### src/rtl/gpu_pkg.sv
// Shared constants for the GPU command sequencer: command map, control
// opcodes, writer FSM state type and performance counter count.
package gpu_pkg;

    localparam logic [7:0] ADDR_CTRL   = 8'h00;
    localparam logic [7:0] ADDR_BASE   = 8'h01;
    localparam logic [7:0] ADDR_STRIDE = 8'h02;
    localparam logic [3:0] REG_PAGE    = 4'h1;

    localparam logic [3:0] OP_START_RASTER = 4'd0;
    localparam logic [3:0] OP_START_WRITE  = 4'd2;
    localparam logic [3:0] OP_WAIT_FLUSH   = 4'd4;
    localparam logic [3:0] OP_RESET_STATE  = 4'd5;
    localparam logic [3:0] OP_FENCE        = 4'd6;

    typedef enum logic [1:0] {
        W_IDLE   = 2'd0,
        W_LAUNCH = 2'd1,
        W_BUSY   = 2'd2
    } wr_state_e;

    localparam int NUM_PERF = 5;

endpackage

### src/rtl/gpu_idx_fifo.sv
// Small circular FIFO of tile-buffer indices awaiting the tile writer.
// Push while full and pop while empty are ignored.
module gpu_idx_fifo #(
    parameter int DEPTH = 2,
    parameter int W     = 2
) (
    input  logic         clk_i,
    input  logic         rst_ni,
    input  logic         push_i,
    input  logic         pop_i,
    input  logic [W-1:0] data_i,
    output logic [W-1:0] data_o,
    output logic         empty_o,
    output logic         full_o
);

    localparam int PW = (DEPTH > 1) ? $clog2(DEPTH) : 1;
    localparam int CW = $clog2(DEPTH + 1);

    logic [W-1:0]  mem_q [DEPTH];
    logic [PW-1:0] wr_ptr_q, rd_ptr_q;
    logic [CW-1:0] count_q;
    logic          do_push, do_pop;

    function automatic logic [PW-1:0] ptr_inc(input logic [PW-1:0] p);
        if (p == PW'(DEPTH - 1)) return '0;
        return p + 1'b1;
    endfunction

    assign empty_o = (count_q == '0);
    assign full_o  = (count_q == CW'(DEPTH));
    assign do_push = push_i & ~full_o;
    assign do_pop  = pop_i & ~empty_o;
    assign data_o  = mem_q[rd_ptr_q];

    // Storage: data only, no reset needed since occupancy gates every read.
    always_ff @(posedge clk_i) begin
        if (do_push) mem_q[wr_ptr_q] <= data_i;
    end

    // Pointers and occupancy; simultaneous push and pop leave the count alone.
    always_ff @(posedge clk_i or negedge rst_ni) begin
        if (!rst_ni) begin
            wr_ptr_q <= '0;
            rd_ptr_q <= '0;
            count_q  <= '0;
        end else begin
            if (do_push) wr_ptr_q <= ptr_inc(wr_ptr_q);
            if (do_pop)  rd_ptr_q <= ptr_inc(rd_ptr_q);
            if (do_push && !do_pop)      count_q <= count_q + 1'b1;
            else if (do_pop && !do_push) count_q <= count_q - 1'b1;
        end
    end

endmodule

### src/rtl/gpu_cmd_sequencer.sv
// GPU command sequencer: decodes the command stream, dispatches raster units
// round-robin, rotates tile buffers and drives the tile writer.
// Optional performance counters are built only when GPU_PERF_COUNTERS_EN is
// defined; otherwise perf_data is tied to zero.
//
// Writer FSM
//   state    | meaning
//   W_IDLE   | no write in flight; launches the queue head when one is pending
//   W_LAUNCH | wr_start issued, waiting for the writer to raise wr_reading
//   W_BUSY   | writer reading the tile buffer, waiting for wr_reading to drop
module gpu_cmd_sequencer
    import gpu_pkg::*;
#(
    parameter int  NUM_RASTER = 2,
    parameter int  NUM_BUF    = 3,
    parameter int  CNT_W      = 32,
    localparam int BW         = $clog2(NUM_BUF)
) (
    input  logic                       gpu_clk,
    input  logic                       gpu_rst,
    input  logic                       cmd_valid,
    output logic                       cmd_ready,
    input  logic [7:0]                 cmd_addr,
    input  logic [31:0]                cmd_data,
    output logic [NUM_RASTER-1:0]      raster_start,
    input  logic [NUM_RASTER-1:0]      raster_busy,
    output logic [NUM_RASTER*BW-1:0]   raster_buf,
    output logic                       raster_clear,
    output logic                       reg_wren,
    output logic [3:0]                 reg_addr,
    output logic [31:0]                reg_data,
    output logic                       wr_start,
    output logic [BW-1:0]              wr_buf,
    input  logic                       wr_reading,
    input  logic                       wr_flushed,
    output logic [31:0]                addr_out,
    output logic [15:0]                stride_out,
    input  logic [2:0]                 perf_sel,
    output logic [CNT_W-1:0]           perf_data
);

    localparam int RW = (NUM_RASTER > 1) ? $clog2(NUM_RASTER) : 1;

    logic [BW-1:0]            fill_q, fill_d;
    logic [RW-1:0]            rr_q, rr_d;
    logic [NUM_RASTER-1:0]    rstart_q, rstart_d;
    logic [NUM_RASTER*BW-1:0] rbuf_q, rbuf_d;
    logic                     clear_q, clear_d;
    logic                     wren_q, wren_d;
    logic [3:0]               raddr_q, raddr_d;
    logic [31:0]              rdata_q, rdata_d;
    logic [31:0]              addr_q, addr_d;
    logic [15:0]              stride_q, stride_d;
    logic                     wr_start_q, wr_start_d;
    logic [BW-1:0]            wr_buf_q, wr_buf_d;
    wr_state_e                wstate_q, wstate_d;

    logic          is_ctrl, stall, acc, cnt_clr;
    logic [3:0]    op;
    logic          all_busy, any_busy, fill_busy, flush_ok;
    logic          q_push, q_pop, q_empty, q_full;
    logic [BW-1:0] q_head;
    logic          sel_found;
    logic [RW-1:0] sel_idx, rr_next;

    gpu_idx_fifo #(
        .DEPTH (NUM_BUF - 1),
        .W     (BW)
    ) u_wr_queue (
        .clk_i   (gpu_clk),
        .rst_ni  (gpu_rst),
        .push_i  (q_push),
        .pop_i   (q_pop),
        .data_i  (fill_q),
        .data_o  (q_head),
        .empty_o (q_empty),
        .full_o  (q_full)
    );

    assign is_ctrl  = (cmd_addr == ADDR_CTRL);
    assign op       = cmd_data[3:0];
    assign all_busy = &raster_busy;
    assign any_busy = |raster_busy;
    assign flush_ok = q_empty && (wstate_q == W_IDLE) && wr_flushed;

    // A buffer cannot be handed to the writer while a raster unit still draws into it.
    always_comb begin
        fill_busy = 1'b0;
        for (int i = 0; i < NUM_RASTER; i++) begin
            if (raster_busy[i] && (rbuf_q[i*BW +: BW] == fill_q)) fill_busy = 1'b1;
        end
    end

    // First idle raster unit, searched round-robin starting at rr_q.
    always_comb begin
        sel_found = 1'b0;
        sel_idx   = '0;
        for (int k = 0; k < NUM_RASTER; k++) begin
            if (!sel_found && !raster_busy[(int'(rr_q) + k) % NUM_RASTER]) begin
                sel_found = 1'b1;
                sel_idx   = RW'((int'(rr_q) + k) % NUM_RASTER);
            end
        end
        rr_next = (sel_idx == RW'(NUM_RASTER - 1)) ? '0 : sel_idx + 1'b1;
    end

    // Backpressure only ever comes from control commands that cannot finish now.
    always_comb begin
        stall = 1'b0;
        if (is_ctrl) begin
            case (op)
                OP_START_RASTER: stall = all_busy;
                OP_START_WRITE:  stall = fill_busy | q_full;
                OP_WAIT_FLUSH:   stall = !flush_ok;
                OP_FENCE:        stall = any_busy | !flush_ok;
                default:         stall = 1'b0;
            endcase
        end
    end

    assign cmd_ready = !stall;
    assign acc       = cmd_valid && cmd_ready;
    assign cnt_clr   = acc && is_ctrl && (op == OP_RESET_STATE);

    // Command execution: next values for every command-driven register.
    always_comb begin
        fill_d   = fill_q;
        rr_d     = rr_q;
        rstart_d = '0;
        rbuf_d   = rbuf_q;
        clear_d  = clear_q;
        wren_d   = 1'b0;
        raddr_d  = raddr_q;
        rdata_d  = rdata_q;
        addr_d   = addr_q;
        stride_d = stride_q;
        q_push   = 1'b0;
        if (acc) begin
            if (is_ctrl) begin
                case (op)
                    OP_START_RASTER: begin
                        rstart_d[sel_idx]               = 1'b1;
                        rbuf_d[int'(sel_idx)*BW +: BW]  = fill_q;
                        rr_d                            = rr_next;
                        clear_d                         = 1'b0;
                    end
                    OP_START_WRITE: begin
                        q_push  = 1'b1;
                        fill_d  = (fill_q == BW'(NUM_BUF - 1)) ? '0 : fill_q + 1'b1;
                        clear_d = 1'b1;
                    end
                    OP_RESET_STATE: clear_d = 1'b1;
                    default: ;
                endcase
            end else if (cmd_addr == ADDR_BASE) begin
                addr_d = cmd_data;
            end else if (cmd_addr == ADDR_STRIDE) begin
                stride_d = cmd_data[15:0];
            end else if (cmd_addr[7:4] == REG_PAGE) begin
                wren_d  = 1'b1;
                raddr_d = cmd_addr[3:0];
                rdata_d = cmd_data;
            end
        end
    end

    // Writer FSM next state; the queue is sampled before this cycle's push.
    always_comb begin
        wstate_d   = wstate_q;
        wr_start_d = 1'b0;
        wr_buf_d   = wr_buf_q;
        q_pop      = 1'b0;
        case (wstate_q)
            W_IDLE: begin
                if (!q_empty) begin
                    wr_start_d = 1'b1;
                    wr_buf_d   = q_head;
                    q_pop      = 1'b1;
                    wstate_d   = W_LAUNCH;
                end
            end
            W_LAUNCH: if (wr_reading)  wstate_d = W_BUSY;
            W_BUSY:   if (!wr_reading) wstate_d = W_IDLE;
            default:  wstate_d = W_IDLE;
        endcase
    end

    // State registers; reset drops any queued or in-flight write silently.
    always_ff @(posedge gpu_clk or negedge gpu_rst) begin
        if (!gpu_rst) begin
            fill_q     <= '0;
            rr_q       <= '0;
            rstart_q   <= '0;
            rbuf_q     <= '0;
            clear_q    <= 1'b0;
            wren_q     <= 1'b0;
            raddr_q    <= '0;
            rdata_q    <= '0;
            addr_q     <= '0;
            stride_q   <= '0;
            wr_start_q <= 1'b0;
            wr_buf_q   <= '0;
            wstate_q   <= W_IDLE;
        end else begin
            fill_q     <= fill_d;
            rr_q       <= rr_d;
            rstart_q   <= rstart_d;
            rbuf_q     <= rbuf_d;
            clear_q    <= clear_d;
            wren_q     <= wren_d;
            raddr_q    <= raddr_d;
            rdata_q    <= rdata_d;
            addr_q     <= addr_d;
            stride_q   <= stride_d;
            wr_start_q <= wr_start_d;
            wr_buf_q   <= wr_buf_d;
            wstate_q   <= wstate_d;
        end
    end

    assign raster_start = rstart_q;
    assign raster_buf   = rbuf_q;
    assign raster_clear = clear_q;
    assign reg_wren     = wren_q;
    assign reg_addr     = raddr_q;
    assign reg_data     = rdata_q;
    assign wr_start     = wr_start_q;
    assign wr_buf       = wr_buf_q;
    assign addr_out     = addr_q;
    assign stride_out   = stride_q;

`ifdef GPU_PERF_COUNTERS_EN
    logic [CNT_W-1:0]    cnt_q [NUM_PERF];
    logic [NUM_PERF-1:0] cnt_inc;

    assign cnt_inc = {cmd_valid & ~cmd_ready, ~cmd_valid, (wstate_q != W_IDLE), any_busy, 1'b1};

    // Counters; a RESET_STATE zeroes them but still counts its own cycle.
    always_ff @(posedge gpu_clk or negedge gpu_rst) begin
        if (!gpu_rst) begin
            for (int k = 0; k < NUM_PERF; k++) cnt_q[k] <= '0;
        end else begin
            for (int k = 0; k < NUM_PERF; k++)
                cnt_q[k] <= (cnt_clr ? '0 : cnt_q[k]) + CNT_W'(cnt_inc[k]);
        end
    end

    // Counter readback mux.
    always_comb begin
        perf_data = '0;
        case (perf_sel)
            3'd0:    perf_data = cnt_q[0];
            3'd1:    perf_data = cnt_q[1];
            3'd2:    perf_data = cnt_q[2];
            3'd3:    perf_data = cnt_q[3];
            3'd4:    perf_data = cnt_q[4];
            default: perf_data = '0;
        endcase
    end
`else
    logic unused_perf;
    assign unused_perf = ^{perf_sel, cnt_clr};
    assign perf_data   = '0;
`endif

endmodule
### config.mk
export PLATFORM = sky130hd
export DESIGN_NAME = gpu_cmd_sequencer
export DESIGN_NICKNAME = d
export VERILOG_FILES = /design/src/rtl/gpu_pkg.sv /design/src/rtl/gpu_idx_fifo.sv /design/src/rtl/gpu_cmd_sequencer.sv
export SDC_FILE = /design/constraint.sdc
export NUM_CORES = 1
export LEC_CHECK = 0
export BUFFER_PORTS_ARGS = -buffer_cell sky130_fd_sc_hd__buf_4
export CORE_MARGIN = 2
export CORE_UTILIZATION = 52
export DETAILED_ROUTE_END_ITERATION = 8
export PLACE_DENSITY = 0.85
export SYNTH_ARGS = -nofsm -noshare
export SYNTH_HDL_FRONTEND = slang
export SYNTH_SLANG_ARGS = --single-unit
### constraint.sdc
create_clock -name gpu_clk -period 3.2 [get_ports gpu_clk]
set_input_delay 0.64 -clock gpu_clk [delete_from_list [all_inputs] [get_ports gpu_clk]]
set_output_delay 0.64 -clock gpu_clk [all_outputs]
set_load 0.01 [all_outputs]
Word-level counts from Yosys, hierarchy flattened
Memories as Yosys holds them, arrays and structs flattened. A register that Yosys moved wholly into a read port is not among the register bits.
Index checks and enable logic that the tools add are counted.
{"block": "totals", "ff_bits": 102, "memories": 1, "latch_bits": 0, "mem_bits_ro": 0, "word_cells": 134, "out_inout_bits": 128, "mem_bits_rw": 4}
{"name": "u_wr_queue.mem_q", "words": 2, "word_bits": 2, "rd": 1, "rd_ports_with_merged_regs": 1, "write_ports": 1, "line_no": "gpu_idx_fifo.sv:20", "rtl": "logic [W-1:0] mem_q [DEPTH];"}
{"block": "classes", "eq_ne": 16, "div_mod_pow": 0, "n_reduce_logical": 32, "shifts": 2, "n_mul": 0, "order_cmp": 4, "muxes": 46, "addsub": 8, "bitwise": 10}
{"operator": "$neg A2 Y33", "count": 1}
{"operator": "$shift A2 B33 Y4 const A", "count": 1}
{"operator": "$shiftx A2 B33 Y4", "count": 1}
{"operator": "$mux W1", "count": 32}
{"operator": "$mux W2", "count": 9}
{"operator": "$reduce_and A3 Y1", "count": 5}
{"operator": "$eq A4 B3 Y1 const B", "count": 3}
{"operator": "$logic_and A1 B1 Y1", "count": 9}
{"operator": "$eq A8 B1 Y1 const B", "count": 1}
{"operator": "$eq A8 B2 Y1 const B", "count": 1}
{"operator": "$logic_not A8 Y1", "count": 1}
{"operator": "$eq A2 B2 Y1 const B", "count": 3}
{"operator": "$logic_not A1 Y1", "count": 6}
{"operator": "$ne A2 B2 Y1 const B", "count": 3}
{"operator": "$pmux W2 S3", "count": 1}
{"operator": "$not A1 Y1", "count": 5}
{"operator": "$reduce_and A5 Y1", "count": 1}
{"operator": "$add A1 B1 Y1 const B", "count": 4}
{"operator": "$add A2 B1 Y2 const B", "count": 2}
{"operator": "$bwmux W4", "count": 1}
{"operator": "$eq A2 B2 Y1", "count": 2}
{"operator": "$eq A4 B1 Y1 const B", "count": 1}
{"operator": "$eq A4 B2 Y1 const B", "count": 1}
{"operator": "$logic_not A2 Y1", "count": 2}
{"operator": "16 further kinds", "count": 22}

Longest topological paths before layout
Gate-level depths: netlist of run 1.
{"block": "logic_depth", "depth_word": 15, "depth_mapped": 10, "mapped_depth_nobuf": 9}

Hierarchy
A second synthesis of run 1 with hierarchy kept.
{"block": "hier_totals", "hier_cells": 323, "hier_area_um2": 4594.4}
{"module": "gpu_cmd_sequencer", "n_inst": 1, "seq_area_each_um2": 2502.4, "cells_per_inst": 298, "area_per_inst_um2": 4255.3}
{"module": "gpu_idx_fifo", "n_inst": 1, "seq_area_each_um2": 220.2, "cells_per_inst": 25, "area_per_inst_um2": 339.1}

Worst setup path after synthesis of run 1
No wires, ideal clock.
{"block": "synth_timing", "path_type": "input to register", "from": "input port raster_busy[1]", "to": "register u_wr_queue.count_q[1]", "setup_slack_ps": 994, "arrival_time_ps": 2081, "cell_stages": 9, "path_cell_list": "o21ai_1 > nand4_1 > a32o_1 > o21a_4 > nor3_4 > ha_1 > xor2_1 > nor2_1 > xor2_1"}
{"block": "synth_via", "elab_chain_cells": 12}
{"element": "from (decl)", "line_no": "gpu_cmd_sequencer.sv:26", "rtl": "input logic [NUM_RASTER-1:0] raster_busy,"}
{"element": "$logic_and A1 B1 Y1", "line_no": "gpu_cmd_sequencer.sv:90", "rtl": "if (raster_busy[i] && (rbuf_q[i*BW +: BW] == fill_q)) fill_busy = 1'b1;"}
{"element": "$mux W1", "line_no": "gpu_cmd_sequencer.sv:90"}
{"element": "$or A1 B1 Y1", "line_no": "gpu_cmd_sequencer.sv:113", "rtl": "OP_START_WRITE: stall = fill_busy | q_full;"}
{"element": "$pmux W1 S4 *", "line_no": "gpu_cmd_sequencer.sv:111", "rtl": "case (op)"}
{"element": "$mux W1 *", "line_no": "gpu_cmd_sequencer.sv:110", "rtl": "if (is_ctrl) begin"}
{"element": "$logic_not A1 Y1 *", "line_no": "gpu_cmd_sequencer.sv:121", "rtl": "assign cmd_ready = !stall;"}
{"element": "$logic_and A1 B1 Y1 *", "line_no": "gpu_cmd_sequencer.sv:122", "rtl": "assign acc = cmd_valid && cmd_ready;"}
{"element": "$mux W1 *", "line_no": "gpu_cmd_sequencer.sv:138", "rtl": "if (acc) begin"}
{"element": "$and A1 B1 Y1 *", "line_no": "gpu_idx_fifo.sv:32", "rtl": "assign do_push = push_i & ~full_o;"}
{"element": "named net u_wr_queue.do_push", "line_no": "gpu_idx_fifo.sv:23", "rtl": "logic do_push, do_pop;"}
{"element": "$logic_not A1 Y1", "line_no": "gpu_idx_fifo.sv:51", "rtl": "else if (do_pop && !do_push) count_q <= count_q - 1'b1;"}
{"element": "$logic_and A1 B1 Y1", "line_no": "gpu_idx_fifo.sv:51"}
{"element": "$reduce_bool A2 Y1 (no line)"}
{"element": "to (signal assigned)", "line_no": "gpu_idx_fifo.sv:50", "rtl": "if (do_push && !do_pop) count_q <= count_q + 1'b1;"}
{"element": "to (signal assigned)", "line_no": "gpu_idx_fifo.sv:51"}
{"element": "to (decl)", "line_no": "gpu_idx_fifo.sv:22", "rtl": "logic [CW-1:0] count_q;"}
The timed path passes the listed nets; every way through them passes the cells marked *.
A chain may end at the register's enable or synchronous reset.

Worst setup path after layout of run 1
{"block": "layout_timing", "from": "input port cmd_data[0]", "to": "output port cmd_ready"}
{"block": "layout_via", "elab_chain_cells": 4}
{"element": "from (decl)", "line_no": "gpu_cmd_sequencer.sv:24", "rtl": "input logic [31:0] cmd_data,"}
{"element": "$eq A4 B3 Y1 (tied with other cells)", "line_no": "gpu_cmd_sequencer.sv:111"}
{"element": "$pmux W1 S4 *", "line_no": "gpu_cmd_sequencer.sv:111"}
{"element": "$mux W1 *", "line_no": "gpu_cmd_sequencer.sv:110"}
{"element": "$logic_not A1 Y1 *", "line_no": "gpu_cmd_sequencer.sv:121"}
{"element": "to (decl)", "line_no": "gpu_cmd_sequencer.sv:22", "rtl": "output logic cmd_ready,"}
Every way passes the cells marked *; elsewhere a longest branch is shown, timed or not.

==> results of run 1 <==
[registers in the layout, summed over array words and instances (netlist names)]
name / count
stride_out: 16
rr_q: 1
wr_start: 1
wstate_q: 2
reg_addr: 4
addr_out: 32
u_wr_queue.rd_ptr_q: 1
u_wr_queue.mem_q: 4
reg_data: 32
reg_wren: 1
raster_clear: 1
u_wr_queue.count_q: 2
raster_buf: 4
raster_start: 2
fill_q: 2
u_wr_queue.wr_ptr_q: 1
wr_buf: 2
[path summary, 6_finish.rpt]
kind	startpoint	endpoint	slack [ns]
worst max-delay path	cmd_data[0]	cmd_ready	0.72
worst min-delay path	gpu_rst	reg_wren	0.33
worst max register to register	wstate_q[0]	u_wr_queue.count_q[1]	1.05
worst min register to register	u_wr_queue.wr_ptr_q	u_wr_queue.wr_ptr_q	0.50
max in group asynchronous	gpu_rst	stride_out[12]	2.16
min in group gpu_clk	wr_reading	wstate_q[0]	0.47
[through the flow]
stage | instance area (sq um) | utilization, % | power, uW
after global placement | 5580 | 67.3 | 2380
final | 5790 | 69.7 | 3230
after global routing | 5790 | 69.7 | 3400
after floorplan | 4620 | - | 2040
after detailed placement | 5580 | 67.3 | 2420
after CTS | 5790 | 69.7 | 3270
[cell usage in the layout (no fill, tap or decap), drive strengths merged]
master,instances
a21boi,1
a31oi,1
a32o,1
and2,1
and2b,1
and3,1
and4,1
buf,147
bufinv,1
clkbuf,9
clkinv,3
conb,32
dfrtp,104
edfxtp,4
ha,1
inv,8
mux2,88
mux2i,2
nand2,13
nand2b,2
nand3,3
nand3b,2
nand4,3
nor2,7
nor3,6
nor4,2
o21a,2
o21ai,6
o21bai,1
o31a,1
o31ai,1
or2b,1
or3,1
xnor2,6
xor2,3
[cell families (layout without fill, tap and decap cells)]
| logic type | count (synthesis) | in the layout | share of synthesized area, % |
|---|---|---|---|
| XOR/XNOR | 9 | 9 | 1.75 |
| flip-flops | 108 | 108 | 60.4 |
| AND/OR/NAND/NOR | 44 | 44 | 5.72 |
| multiplexers | 90 | 90 | 22.6 |
| AO/OA/AOI/OAI | 14 | 14 | 2.25 |
| other | 1 | 32 | 0.0833 |
| buffers and inverters | 46 | 168 | 6.86 |
| adder cells (fa/ha/maj) | 1 | 1 | 0.278 |
[power by group through the flow]
| stage | clock network, uW | logic (uW) | registers (uW) |
|---|---|---|---|
| finish | 849 | 707 | 1670 |
| global route | 938 | 769 | 1700 |
| CTS | 879 | 717 | 1670 |
| detailed placement | 0 | 718 | 1700 |
| global placement | 0 | 692 | 1690 |
| floorplan | 0 | 286 | 1760 |
[area by class of cell]
| type | instances | area, sq um |
|---|---|---|
| flip-flops and latches | 108 | 2720 |
| fillers | 617 | 2510 |
| multi-input cells | 190 | 1590 |
| repair buffers | 147 | 1120 |
| well taps | 105 | 131 |
| clock buffers | 9 | 124 |
| clock inverters | 7 | 81.3 |
| inverters | 5 | 18.8 |
[layer usage]
metal  track usage, %  vias up
met1             23.9     1440
li1                 -     1318
met2             34.5      114
met5                0        -
met3             5.47        5
met4             5.63        0
==> impl_metrics.json, run 1 <==
{
  "irDropWorstVdd_mv": 0.382,
  "setup_slack_ns": 0.718,
  "p_sw_uw": 906,
  "r2r_cells": 8,
  "port_buffers": 142,
  "max_slew.worst_pin.slew_ns": 0.732,
  "synth_top_cell_by_area": "dfrtp_1",
  "skew_ns": 0.00874,
  "highest_layer": "met4",
  "worstSetupPathType": "in -> out",
  "core_sq_um": 8300,
  "startpoint_type": "primary input",
  "rsz0062_at_grt": "no",
  "synthCells": 313,
  "met2_length_mm": 4.72,
  "dpl.hpwl_mm": 6.75,
  "required_ns": 2.56,
  "cts_made_buffers": 9,
  "die_height_microns": 97.1,
  "clkSinkCount": 108,
  "ctsResizeCount": 0,
  "placed_cells": 555,
  "crit_fanout": 7,
  "cts_buffer_depth": 2,
  "ys_seq_elements": 108,
  "antenna_found_initial": 0,
  "cts_tree": "yes",
  "synth_area_leaders": "dfrtp_1, mux2_2, buf_4",
  "drive_gt1_share_pct": 56.0,
  "yosysMostFrequentCell": "dfrtp_1",
  "drcViolationCount": 0,
  "place_ws_ns": 0.715,
  "path_depth": 7,
  "power.density_nw_per_um2": 558,
  "wl_met1_mm": 3.76,
  "crit_arrival_ns": 1.84,
  "worst_hold_slack_ns": 0.332,
  "clock_power_share_pct": 26.3,
  "path_buf_inv": 3,
  "cts_max_level": 3,
  "path_cells": "buf_4 -> nor3_1 -> nand2_1 -> a31oi_1 -> o21a_4 -> inv_1 -> buf_4",
  "wire_per_inst_microns": 16.1,
  "timing.slew.headroom_pct": 51.2,
  "synth_top_area_share_pct": 57.8,
  "cp_slowest_stage_delay_ns": 0.24,
  "routabilityCongestion": 0.862,
  "grt_max_degree": 60,
  "fin_cells": 571,
  "grt-ovfl-total": 0,
  "synth.avg_cell_area_sq_um": 14.4,
  "synth-edff-count": 4,
  "cpLargestDelayFamily": "simple AND/OR/NAND/NOR gates",
  "intPower_uw": 2320,
  "switching_share_pct": 28.1,
  "leakage_uw": 0.00306,
  "grt_pass1_vias": 3060,
  "final_nets": 512,
  "crit_path_end_kind": "primary output",
  "synth_seq_area_share_pct": 60.4,
  "n_antenna_cell": 0,
  "synthFlopType": "dfrtp_1",
  "min_period_over_period_pct": 77.6,
  "wl_met3_microns": 628,
  "synthTopCellsByCount": "dfrtp_1, mux2_2, buf_4",
  "setup_violations": 0,
  "ys_warn_count": 0,
  "post_cts_buffers": 0,
  "max_freq_ghz": 0.403,
  "hp-class": "in -> async",
  "period_needed_ns": 2.48,
  "rows": 33,
  "drt-total-wl_mm": 9.17,
  "insertion_delay_ns": 0.35,
  "vias": 2877,
  "clk_pin_slew_ns": 0.10,
  "die_x_microns": 97.1,
  "max_cap_viol_count": 0,
  "status": "complete, no violations",
  "drt_iter0_drc": 78,
  "combPwrFrac_pct": 21.9,
  "tns_ns": 0,
  "ys_types": 44,
  "ant_nets": 0,
  "die_area_sq_um": 9420,
  "cts-root-buf": "clkbuf_8",
  "drt_pre_antenna_iters": 4,
  "critPathSlowestCell": "nor3_1",
  "via_per_inst": 5.04,
  "grt.total_usage_pct": 19.7,
  "hold_buffers": 0,
  "seq_power_share_pct": 51.8,
  "hold_viol": 0,
  "syn_to_final_growth_pct": 28.5,
  "synthArstFlopShare_pct": 96.3,
  "grt_first_pass_wirelength_mm": 15.0,
  "critPathMostFrequentCell": "buf_4",
  "ios": 178,
  "finalMaxSlewViolations": 0,
  "initial_core_util_pct": 54.3,
  "synth_area_sq_um": 4500
}
Power figures use the tool's default switching activity.
==> run 2: changes to the inputs <==
- CORE_UTILIZATION: 52 -> 48
- PLACE_DENSITY: 0.85 -> 0.79
- clock period: 3.2 -> 2.31 ns (I/O delays scaled with it)
==> impl_metrics.json, run 2 (same netlist as run 1, synthesis figures left out) <==
{
  "crit_fanout": 9,
  "min_period_over_period_pct": 93.7,
  "grt.total_usage_pct": 18.1,
  "wire_per_inst_microns": 15.4,
  "startpoint_type": "flip-flop",
  "drive_gt1_share_pct": 56.8,
  "antenna_found_initial": 0,
  "busiest_layer": "met2",
  "drt-total-wl_mm": 8.99,
  "cts-root-buf": "clkbuf_8",
  "syn_to_final_growth_pct": 29.1,
  "critPathSlowestCell": "dfrtp_2",
  "grt_first_pass_wirelength_mm": 14.2,
  "drt_pre_antenna_iters": 4,
  "die_area_sq_um": 10200,
  "die_height_microns": 101,
  "via_per_inst": 4.91,
  "hold_buffers": 0,
  "max_cap_viol_count": 0,
  "grt-ovfl-total": 0,
  "crit_arrival_ns": 1.70,
  "irDropWorstVdd_mv": 0.447,
  "grt_max_degree": 105,
  "worstSetupPathType": "reg -> out",
  "rows": 35,
  "clock_power_share_pct": 23.7,
  "cts_made_buffers": 9,
  "required_ns": 1.85,
  "insertion_delay_ns": 0.35,
  "hold_viol": 0,
  "cts_tree": "yes",
  "drcViolationCount": 0,
  "routabilityCongestion": 0.782,
  "switching_share_pct": 27.7,
  "layout_common_cells": "buf_4, dfrtp_1, mux2_2",
  "clk_pin_slew_ns": 0.10,
  "cts_buffer_depth": 2,
  "ios": 178,
  "intPower_uw": 3120,
  "clkSinkCount": 108,
  "period_needed_ns": 2.16,
  "dpl.hpwl_mm": 6.46,
  "cp_slowest_stage_delay_ns": 0.48,
  "n_antenna_cell": 0,
  "grt_util_met1_pct": 23.5,
  "cts_max_level": 3,
  "final_nets": 518,
  "met3_usage_pct": 5.62,
  "path_cells": "xnor2_1 -> nand3_1 -> a31oi_1 -> o21a_4 -> inv_1 -> buf_4",
  "finalMaxSlewViolations": 0,
  "leakage_uw": 0.00307,
  "core_sq_um": 9150,
  "max_slew.worst_pin.slew_ns": 0.546,
  "path_buf_inv": 2,
  "max_freq_ghz": 0.462,
  "port_buffers": 142,
  "final_common_cell": "buf_4",
  "cpLargestDelayFamily": "flip-flops",
  "crit_path_end_kind": "primary output",
  "initial_core_util_pct": 49.2,
  "tns_ns": 0,
  "drt_iter0_drc": 100,
  "skew_ns": 0.0101,
  "die_x_microns": 101,
  "use_met2_pct": 29.3,
  "ant_nets": 0,
  "place_ws_ns": 0.103,
  "setup_violations": 0,
  "hp-class": "in -> async",
  "power.density_nw_per_um2": 743,
  "status": "complete, no violations",
  "seq_power_share_pct": 53.6,
  "p_sw_uw": 1200,
  "rsz0062_at_grt": "no",
  "vias": 2861,
  "setup_slack_ns": 0.146,
  "grt_pass1_vias": 2882,
  "timing.slew.headroom_pct": 63.3,
  "combPwrFrac_pct": 22.7
}
## run 2: area by class of cell
cell class | instances | area (sq um)
Clock buffer | 11 | 141
Clock inverter | 5 | 37.5
Timing Repair Buffer | 153 | 1160
Tap cell | 111 | 139
Fill cell | 721 | 3340
Multi-Input combinational cell | 190 | 1590
Inverter | 5 | 18.8
Sequential cell | 108 | 2730
## run 2: stage by stage
| step | area, sq um | util [%] | hold WS, ns | power [uW] | instances |
|---|---|---|---|---|---|
| 2_1_floorplan | 4620 | - | 0.166 | 2830 | 344 |
| 4_1_cts | 5790 | 63.3 | 0.187 | 4380 | 580 |
| 5_1_grt | 5820 | 63.6 | 0.188 | 4570 | 583 |
| 3_3_place_gp | 5610 | 61.3 | 0.470 | 3300 | 564 |
| 6_report | 5820 | 63.6 | 0.158 | 4320 | 583 |
| 3_5_place_dp | 5610 | 61.3 | 0.480 | 3350 | 564 |
## run 2: repair_timing
action,4_1_cts,5_1_grt
endpoints found under the setup margin,0,1
setup buffers,0,3
resized for setup,0,2
## run 2: worst reg2reg max path, delay by kind of cell, from the launching register on
kind | cells | cell delay, ns
compound gates | 2 | 0.45
xor+xnor | 1 | 0.17
fa+ha+maj | 1 | 0.28
flops | 1 | 0.40
simple gates | 4 | 0.59
buf+inv | 1 | 0.15
## run 2: final timing paths
path                                           from                    end  slack [ns]  cells past startpoint
worst max-delay path                      fill_q[0]              cmd_ready        0.15                      6
worst min-delay path                        gpu_rst           reg_data[22]        0.16                      2
worst max register to register          wstate_q[0]  u_wr_queue.count_q[1]        0.21                      9
worst min register to register  u_wr_queue.wr_ptr_q    u_wr_queue.wr_ptr_q        0.50                      1
max in group asynchronous                   gpu_rst              fill_q[0]        1.69                      2
min in group gpu_clk                     wr_reading            wstate_q[0]        0.32                      2
## run 2: metal layers
metal / wire length [microns] / part of all wire, % / vias up
met2: 4450 / 49 / 121
met4: 87 / 0.97 / 0
li1: - / - / 1316
met1: 3770 / 42 / 1417
met3: 683 / 7.6 / 7
met5: 0 / 0 / -
## run 2: power groups by stage
stage | combinational (uW) | clock [uW] | sequential, uW
final | 979 | 1030 | 2320
after global routing | 1070 | 1150 | 2350
after floorplan | 397 | 0 | 2430
after CTS | 996 | 1070 | 2320
after global placement | 966 | 0 | 2330
after detailed placement | 993 | 0 | 2350
==> run 3: changes to the inputs <==
- CORE_ASPECT_RATIO: default -> 0.8
- SLEW_MARGIN: default -> 20
==> impl_metrics.json, run 3 (same netlist as run 1, synthesis figures left out) <==
{
  "reg2reg_from": "wstate_q[0]",
  "cts_buffer_depth": 2,
  "period_needed_ns": 2.17,
  "leakage_uw": 0.00313,
  "skew_ns": 0.00795,
  "port_buffers": 142,
  "grt_first_pass_wirelength_mm": 15.2,
  "die_x_microns": 112,
  "min_period_over_period_pct": 94.1,
  "max_freq_ghz": 0.460,
  "fin_cells": 587,
  "die_area_sq_um": 10200,
  "worstSetupPathType": "reg -> out",
  "grt.total_usage_pct": 18.9,
  "tns_ns": 0,
  "cts_max_level": 3,
  "drt_pre_antenna_iters": 4,
  "die_height_microns": 90.6,
  "routabilityCongestion": 0.821,
  "post-route-util_pct": 65.4,
  "clkSinkCount": 108,
  "final_common_cell": "buf_4",
  "cts_tree": "yes",
  "max_cap_viol_count": 0,
  "power.density_nw_per_um2": 809,
  "cts_made_buffers": 9,
  "drt_iter0_drc": 123,
  "via_per_inst": 4.96,
  "drcViolationCount": 0,
  "final_nets": 518,
  "hold_viol": 0,
  "ios": 178,
  "ctsResizeCount": 0,
  "cts-root-buf": "clkbuf_16",
  "crit_path_end_kind": "primary output",
  "place_ws_ns": 0.109,
  "insertion_delay_ns": 0.33,
  "vias": 2913,
  "drive_gt1_share_pct": 56.8,
  "drt-total-wl_mm": 9.13,
  "status": "complete, no violations",
  "dpl.hpwl_mm": 6.89,
  "fill_cells": 712,
  "post_cts_buffers": 0,
  "layout_common_cells": "buf_4, dfrtp_1, mux2_2",
  "core_sq_um": 9080,
  "required_ns": 1.85,
  "setup_slack_ns": 0.136,
  "crit_arrival_ns": 1.71,
  "rsz0062_at_grt": "no",
  "clk_pin_slew_ns": 0.07,
  "r2r_setup_slack_ns": 0.30,
  "irDropWorstVdd_mv": 0.384,
  "syn_to_final_growth_pct": 31.7,
  "placed_cells": 571,
  "n_antenna_cell": 0,
  "r2r_cells": 9,
  "setup_violations": 0,
  "hp-class": "in -> async",
  "startpoint_type": "flip-flop",
  "ant_nets": 0,
  "placed_area_sq_um": 5640,
  "grt_pass1_vias": 3051,
  "fin_area_sq_um": 5930,
  "grt-ovfl-total": 0,
  "r2r-end": "u_wr_queue.count_q[1]",
  "wire_per_inst_microns": 15.5,
  "hold_buffers": 0,
  "grt_max_degree": 52,
  "rows": 31,
  "antenna_found_initial": 0,
  "crit_fanout": 9,
  "initial_core_util_pct": 49.6,
  "finalMaxSlewViolations": 0
}
[run 3: cell count changes in the layout (fill, tap and decap cells not counted), sizes merged]
cell,before,now
clkinv,3,1
inv,5,9
clkinvlp,2,0
[run 3: worst max path at each step]
stage | slack (ns) | from | end
floorplan | 0.28 | raster_busy[1] | u_wr_queue.count_q[1]
global placement | 0.19 | raster_busy[1] | u_wr_queue.count_q[1]
detailed placement | 0.11 | raster_busy[1] | u_wr_queue.count_q[1]
CTS | 0.08 | fill_q[0] | cmd_ready
global route | 0.04 | fill_q[0] | cmd_ready
finish | 0.14 | fill_q[0] | cmd_ready
[run 3: critical path, stage by stage, from the launching register on]
cell and delay (ns):
dfrtp_2 0.48, xnor2_1 0.19, nand3_1 0.11, a31oi_1 0.20, o21a_4 0.20, inv_1 0.07, buf_4 0.14
[run 3: cell type report]
class	count	area [sq um]	area share [%]
flip-flops and latches	108	2720	45.9
multi-input cells	190	1590	26.9
repair buffers	153	1160	19.6
clock buffers	11	253	4.26
well taps	115	144	2.42
clock inverters	5	40.0	0.675
inverters	5	18.8	0.316
[run 3: where the power goes]
group	total (uW)	internal, uW	switching [uW]
Sequential	2320	2160	166
Clock	1480	805	671
Combinational	999	556	442
Total	4800	3520	1280
[run 3: routing by layer]
layer  GRT usage (%)  share of wire, %  up-vias
met5               0                 0        -
met4            5.59               1.3        0
met2            30.1                47      127
met1            25.1                44     1439
li1                -                 -     1337
met3            5.97               8.0       10
[run 3: through the flow]
stage / hold slack [ns] / total power (uW)
after CTS: 0.0566 / 4860
after global placement: 0.416 / 3330
final: 0.0459 / 4800
after floorplan: 0.166 / 2830
after detailed placement: 0.420 / 3370
after global routing: 0.0619 / 5050
